==> config.mk <==
export PLATFORM = sky130hd
export DESIGN_NAME = router_rd_port
export DESIGN_NICKNAME = d
export VERILOG_FILES = /design/src/rtl/router_pkg.sv /design/src/rtl/router_rd_wdog.sv /design/src/rtl/router_rd_port.sv
export SDC_FILE = /design/constraint.sdc
export NUM_CORES = 1
export LEC_CHECK = 0
export CORE_AREA = 2 2 102 104
export CTS_BUF_LIST = sky130_fd_sc_hd__clkbuf_8
export CTS_CLUSTER_DIAMETER = 30
export DETAILED_ROUTE_END_ITERATION = 8
export DIE_AREA = 0 0 104 106
export PLACE_DENSITY = 0.83
export SYNTH_ARGS = -nofsm -noshare
export SYNTH_HDL_FRONTEND = slang
export SYNTH_SLANG_ARGS = --single-unit
export TNS_END_PERCENT = 20
==> constraint.sdc <==
create_clock -name clock -period 4.18 [get_ports clock]
set_input_delay 0.836 -clock clock [delete_from_list [all_inputs] [get_ports clock]]
set_output_delay 0.836 -clock clock [all_outputs]
set_load 0.05 [all_outputs]
==> src/rtl/router_pkg.sv <==
// Shared router constants and the FIFO word layout (header flag above the data byte).
package router_pkg;

    localparam int unsigned ROUTER_WIDTH      = 8;
    localparam int unsigned ROUTER_FIFO_DEPTH = 16;
    localparam int unsigned ROUTER_TIMEOUT    = 30;

    typedef struct packed {
        logic                    hdr;
        logic [ROUTER_WIDTH-1:0] data;
    } fifo_word_t;

endpackage

==> src/rtl/router_rd_wdog.sv <==
// Reader-timeout watchdog: counts consecutive cycles with a valid byte left unread and
// fires a flush request plus a one-cycle registered soft_reset pulse on expiry.
module router_rd_wdog import router_pkg::*; #(
    parameter int unsigned TIMEOUT = ROUTER_TIMEOUT
) (
    input  logic clock,
    input  logic resetn,
    input  logic vld,
    input  logic read_enb,
    output logic expire,
    output logic soft_reset
);

    localparam int unsigned CW = $clog2(TIMEOUT + 1);
    localparam logic [CW-1:0] LAST = CW'(TIMEOUT - 1);

    logic [CW-1:0] wd_cnt_q, wd_cnt_d;
    logic          soft_reset_q;
    logic          idle;

    // Expiry is detected one count early so the flush lands on the edge that would reach TIMEOUT.
    always_comb begin
        idle     = vld && !read_enb;
        expire   = idle && (wd_cnt_q == LAST);
        wd_cnt_d = '0;
        if (idle && !expire) begin
            wd_cnt_d = wd_cnt_q + CW'(1);
        end
    end

    always_ff @(posedge clock or negedge resetn) begin
        if (!resetn) begin
            wd_cnt_q     <= '0;
            soft_reset_q <= 1'b0;
        end else begin
            wd_cnt_q     <= wd_cnt_d;
            soft_reset_q <= expire;
        end
    end

    assign soft_reset = soft_reset_q;

endmodule

==> src/rtl/router_rd_port.sv <==
// Router output port: header-tagged byte FIFO with registered read data, packet-length
// tracking and a reader-timeout watchdog that flushes the port.
module router_rd_port import router_pkg::*; #(
    parameter int unsigned DEPTH   = ROUTER_FIFO_DEPTH,
    parameter int unsigned WIDTH   = ROUTER_WIDTH,
    parameter int unsigned TIMEOUT = ROUTER_TIMEOUT
) (
    input  logic             clock,
    input  logic             resetn,
    input  logic             write_enb,
    input  logic [WIDTH-1:0] data_in,
    input  logic             lfd_state,
    input  logic             read_enb,
    output logic [WIDTH-1:0] data_out,
    output logic             vld_out,
    output logic             full,
    output logic             empty,
    output logic             soft_reset
);

    localparam int unsigned AW = $clog2(DEPTH);
    localparam logic [AW:0] FULL_CNT = (AW + 1)'(DEPTH);

    logic [WIDTH:0]   mem [DEPTH];
    logic [AW-1:0]    wr_ptr_q, rd_ptr_q;
    logic [AW:0]      count_q;
    logic [WIDTH-2:0] pkt_cnt_q;
    logic [WIDTH-1:0] data_out_q;
    logic [WIDTH:0]   rd_word;
    logic             flush, wr_acc, rd_acc;

    assign full     = (count_q == FULL_CNT);
    assign empty    = (count_q == '0);
    assign vld_out  = ~empty;
    assign data_out = data_out_q;
    assign rd_word  = mem[rd_ptr_q];

    // Flush wins over a same-cycle write; flush implies !read_enb so reads never collide.
    assign wr_acc = write_enb && !full && !flush;
    assign rd_acc = read_enb && !empty;

    router_rd_wdog #(
        .TIMEOUT (TIMEOUT)
    ) u_wdog (
        .clock      (clock),
        .resetn     (resetn),
        .vld        (vld_out),
        .read_enb   (read_enb),
        .expire     (flush),
        .soft_reset (soft_reset)
    );

    always_ff @(posedge clock) begin
        if (wr_acc) begin
            mem[wr_ptr_q] <= {lfd_state, data_in};
        end
    end

    always_ff @(posedge clock or negedge resetn) begin
        if (!resetn) begin
            wr_ptr_q   <= '0;
            rd_ptr_q   <= '0;
            count_q    <= '0;
            pkt_cnt_q  <= '0;
            data_out_q <= '0;
        end else if (flush) begin
            wr_ptr_q   <= '0;
            rd_ptr_q   <= '0;
            count_q    <= '0;
            pkt_cnt_q  <= '0;
            data_out_q <= '0;
        end else begin
            if (wr_acc) begin
                wr_ptr_q <= wr_ptr_q + AW'(1);
            end
            if (rd_acc) begin
                rd_ptr_q   <= rd_ptr_q + AW'(1);
                data_out_q <= rd_word[WIDTH-1:0];
                // Header byte carries payload length in its upper bits; +1 counts parity.
                if (rd_word[WIDTH]) begin
                    pkt_cnt_q <= {1'b0, rd_word[WIDTH-1:2]} + (WIDTH - 1)'(1);
                end else if (pkt_cnt_q != '0) begin
                    pkt_cnt_q <= pkt_cnt_q - (WIDTH - 1)'(1);
                end
            end
            if (wr_acc && !rd_acc) begin
                count_q <= count_q + (AW + 1)'(1);
            end else if (rd_acc && !wr_acc) begin
                count_q <= count_q - (AW + 1)'(1);
            end
        end
    end

endmodule

== After elaboration in Yosys (flattened, before gate mapping) ==
Memory sizes are Yosys's and may differ from the RTL's.
Index checks and enable logic that the tools add are counted.

* $add $sub $neg: 5
* Multipliers: 0
* Div/mod/pow operators: 0
* $lt $le $gt $ge: 0
* Eq/ne operators: 2
* Shift-type cells: 0
* Multiplexer cells: 12
* Bitwise gates (word level): 1
* Reduce and logical (&&, ||, !) cells: 18

{| class="wikitable"
|+ Operators with widths
! operator !! number
|-
| $mux 5 || 4
|-
| $mux 4 || 4
|-
| $mux 8 || 2
|-
| $add 5x1->5 const B || 2
|-
| $eq 5x5->1 const B || 2
|-
| $add 4x1->4 const B || 2
|-
| $logic_and 1x1->1 || 8
|-
| $logic_not 1->1 || 6
|-
| $logic_not 5->1 || 1
|-
| $sub 5x1->5 const B || 1
|-
| $reduce_bool 2->1 || 2
|-
| $reduce_bool 3->1 || 1
|-
| $mux 1 || 2
|-
| $not 1->1 || 1
|}

* Register bits: 27
* Latch bits: 0
* RAM bits: 144
* Memory bits (read-only): 0
* Bits of input ports: 13
* Output and inout bits: 12
* Logic and storage cells: 45
* Memories kept: 1

{| class="wikitable"
|+ Memories
! memory !! words !! bits a word !! read ports !! clocked after Yosys merged registers in !! write ports !! RTL line !! source
|-
| mem || 16 || 9 || 1 || 0 || 1 || router_rd_port.sv:24 || <nowiki>logic [WIDTH:0] mem [DEPTH];</nowiki>
|}

== Logic depth before layout (Yosys ltp) ==
* Depth after elaboration: 11
* Gate-level depth with buffers: 12

== Hierarchy ==
A second synthesis with hierarchy kept.

* Cells, all modules: 348
* Area, all modules: 6359.8 um^2

{| class="wikitable"
|+ Modules (own cells, without submodules)
! module !! instances !! cells an instance !! area each (um^2)
|-
| router_rd_port || 1 || 326 || 6104.6
|-
| router_rd_wdog || 1 || 22 || 255.2
|}

== Worst setup path before layout ==
No wires, ideal clock.

* Path kind: flip-flop to flip-flop
* Start: register count_q[1]
* End: register count_q[4]
* Library setup time: 0.132 ns
* Data arrival time: 2.530 ns
* Setup slack: 1.518 ns
* Cell stages (with the launch flop): 10
* Period minus slack after synthesis: 2.662 ns
* Cell sequence: dfrtp_1 -> nor4_4 -> a22o_2 -> buf_2 -> nand2_1 -> fa_1 -> a21o_1 -> a21o_1 -> a311oi_1 -> a31oi_1

* Longest elaborated chain between the ends: 9

{| class="wikitable"
|+ RTL lines
! element !! RTL line !! source
|-
| start, declared || router_rd_port.sv:26 || <nowiki>logic [AW:0] count_q;</nowiki>
|-
| start signal, assigned || router_rd_port.sv:87 || <nowiki>count_q <= count_q + (AW + 1)'(1);</nowiki>
|-
| start signal, assigned || router_rd_port.sv:89 || <nowiki>count_q <= count_q - (AW + 1)'(1);</nowiki>
|-
| branches (longest 9 deep; another with $sub 5x1->5) || n/a ||
|}

Several ways; the timed one is not identified. The select of a mux whose other input is x is not followed.
A chain may end at the register's enable or synchronous reset.

== Worst setup path after layout ==
* Start: register count_q[1]
* End: output empty

* Longest elaborated chain between the ends: 1

{| class="wikitable"
|+ RTL lines
! element !! RTL line !! source
|-
| $logic_not 5->1 || router_rd_port.sv:33 || <nowiki>assign empty = (count_q == '0);</nowiki>
|-
| end, declared || router_rd_port.sv:17 || <nowiki>output logic empty,</nowiki>
|}

No other way between the ends.

==> impl_results.md <==
- Synthesized cell area: ~6400 sq um
- Status: finished, final reports clean
- Vias in the first global route: about 3300
- N_diodes: 0
- Total CTS buffers: 17
- Clk_skew: approximately 9.6 ps
- Grt ovf: 0
- WL/cell: 22.1 um
- Antenna-violating nets left: 0
- Prevailing post-synth register cell: edfxtp_1
- Width of the die: roughly 100 um
- Routed wire length: ~12 mm
- Setup Fix Bufs, Post-CTS: 0
- Share of cells above drive strength 1: 16.7%
- Dpl cell area: 6710 sq um
- Area share of the largest cell type after synthesis: between 60% and 70%
- Post-synth EDFFs: 128
- Fin crit period: 3270 ps
- Die Area: 11000 sq um
- P_sw: 1600 uW
- CP Data Arrival Time: between 2000 and 2500 ps
- Final instance area: 7130 sq um
- Comb pwr share: 28.8%
- Pwr Density: 658 nW/um^2
- Clock share of power: 24.5%
- Port Buffers: 23
- Tot GR Track Use: 23.2%
- Clk_lat worst skew: 460 ps
- Post-CTS sizing: 0
- CTS clk-pin slew, worst paths: 90 ps
- # rows: 37
- Hold Path Class: reg2reg
- Fin nets: 407
- Net Count, Synth: 373
- Yosys cell types: 41
- Int Power: 3080 uW
- Residual DRC count: 0
- Final Cycle Share: 78.1%
- Max cap viols: 0
- Crit-path slowest cell: clkdlybuf4s50_1
- Avg Vias per Cell: 6.25
- Count leader, synth: edfxtp_1
- Sequential fraction of the synthesis area: 71.2%
- Hold buffers post-CTS: 0
- Switching portion of total power: between 30% and 40%
- Syn Inst Count: 348
- VDD IR max: between 0.0003 and 0.0004 V
- Pin count of the biggest net entering global routing: 31
- Static Leak: 0.00252 uW
- Async SR Flop Fraction: roughly 17%
- Vias: 3319
- Slew Viols, Final: 0
- Final hold vios: 0
- Worst slew pin tran: approximately 1200 ps
- TritonCTS clock tree: built
- Bufs on Longest Clock Path: 2
- Crit. End Element: output pin
- Layout area overhead: 12.2%
- Seq pwr share: a little under half
- WS Path Type: reg2out
- Slew headroom: between 10% and 20%
- Setup_tns: 0 ps
- First-pass GRT wire length: 18.4 mm
- Type of origin of the critical path: register
- Critical path required time: 3340 ps
- Clk sink count: about 160
- Crit path max fanout: 5
- Max Fclk: roughly 0.31 GHz
- Initial antenna violation count: 0
- Worst-path cell chain: nor4_4 -> nand2_1 -> inv_1 -> clkdlybuf4s50_1
- Height of the die: around 110 um
- Max stage delay on crit path: ~790 ps
- Post-synthesis average cell area: ~18 sq um
- Routability cong.: between 0.8 and 0.9
- Initial drt markers: 246
- HPWL after detailed placement: 7.46 mm
- H-tree levels: 4
- # fillers: between 600 and 700
- Synth top cells by count: edfxtp_1, dfrtp_1, nor2_1
- Synthesis Warnings: 0
- RSZ-0062 raised after global routing: false
- Top Ports: 25
- Final setup viols: 0
- Clock root buffer: clkbuf_8
- Flip-flop and latch count after synthesis: between 150 and 200
- Initial Util: 63.5%
- Synth area leader: edfxtp_1
- Synth area leaders: edfxtp_1, dfrtp_1, mux4_1, mux4_2, ha_1
- CORE AREA: 10000 sq um
- First drt pass iteration count: 6
-- layout by cell type, fill, tap and decap left out, types with 4 or more instances in the layout --
| master | Yosys | final |
|---|---|---|
| a22oi_1 | 16 | 16 |
| nand2_1 | 16 | 16 |
| nand3_1 | 4 | 4 |
| xnor2_1 | 4 | 4 |
| nor3_1 | 6 | 6 |
| edfxtp_1 | 128 | 128 |
| mux4_2 | 16 | 16 |
| clkdlybuf4s50_1 | 0 | 23 |
| mux4_1 | 16 | 16 |
| clkbuf_8 | 0 | 17 |
| a21oi_1 | 10 | 10 |
| nor2_1 | 25 | 25 |
| inv_8 | 0 | 5 |
| ha_1 | 11 | 11 |
| xor2_1 | 4 | 4 |
| buf_4 | 2 | 8 |
| o21ai_0 | 7 | 7 |
| dfrtp_1 | 27 | 26 |
| inv_1 | 6 | 6 |
| a21o_1 | 11 | 11 |
-- worst max-delay path: cells and delay by family, from the launching register on --
kind / cells / cell delay (ps)
buffers and inverters: 2 / 860
AND/OR/NAND/NOR: 2 / 640
flip-flops: 1 / 470
-- path summary, 6_finish.rpt --
check | from | end | slack, ps | cells after the start
max reg2reg | count_q[1] | count_q[4] | 1240 | 8
min reg2reg | data_out[7] | data_out[7] | 500 | 1
max in group asynchronous | resetn | u_wdog.soft_reset | 2730 | 2
min in group asynchronous | resetn | u_wdog.wd_cnt_q[3] | 810 | 1
min | data_out[7] | data_out[7] | 500 | 1
max | count_q[1] | empty | 910 | 4
-- area by class of cell --
type / instances / area [sq um] / share of cell area [%]
Clock buffer: 17 / 234 / 3.28
Clock inverter: 15 / 179 / 2.51
Inverter: 6 / 22.5 / 0.316
Multi-Input combinational cell: 171 / 1710 / 24.0
Sequential cell: 155 / 4520 / 63.4
Tap cell: 136 / 170 / 2.39
Timing Repair Buffer: 31 / 290 / 4.07
-- power groups by stage --
stage | sequential (uW) | clock (uW) | combinational, uW
6_report | 2190 | 1150 | 1350
4_1_cts | 2190 | 1170 | 1350
5_1_grt | 2220 | 1220 | 1450
2_1_floorplan | 2170 | 0 | 994
3_5_place_dp | 2220 | 0 | 1330
3_3_place_gp | 2200 | 0 | 1280
-- metrics by stage --
step           hold WS (ps)  worst slack, ps  cells  util [%]  total power (uW)
2_1_floorplan           461             1520    348         -              3160
5_1_grt                 512              747    531      71.3              4900
3_3_place_gp            459              867    499      67.1              3490
6_report                498              914    531      71.3              4690
3_5_place_dp            472              838    499      67.1              3550
4_1_cts                 499              870    531      71.3              4700
-- registers in the layout, indices dropped and copies added, names as in the netlist --
name and count:
u_wdog.wd_cnt_q 5, u_wdog.soft_reset 1, count_q 5, wr_ptr_q 4
rd_ptr_q 4, data_out 8, mem 128
-- layer usage --
metal	track usage, %	vias up	part of all wire (%)
met5	0	-	0
met1	32.0	1647	41
met2	36.1	180	49
met4	10.8	0	2.8
li1	-	1466	-
met3	5.27	26	7.5
-- cells by family after synthesis --
group                      count (synthesis)  share of synthesized area [%]
DFF                                      155                           71.2
and+or+nand+nor                           63                           4.75
AOI/OAI and AO/OA                         55                           6.05
muxes                                     33                           12.5
buffers and inverters                     22                           1.93
adders and majority gates                 12                           2.48
xor gates and xnor gates                   8                           1.10
No activity file was read; power rests on OpenSTA's default activity.
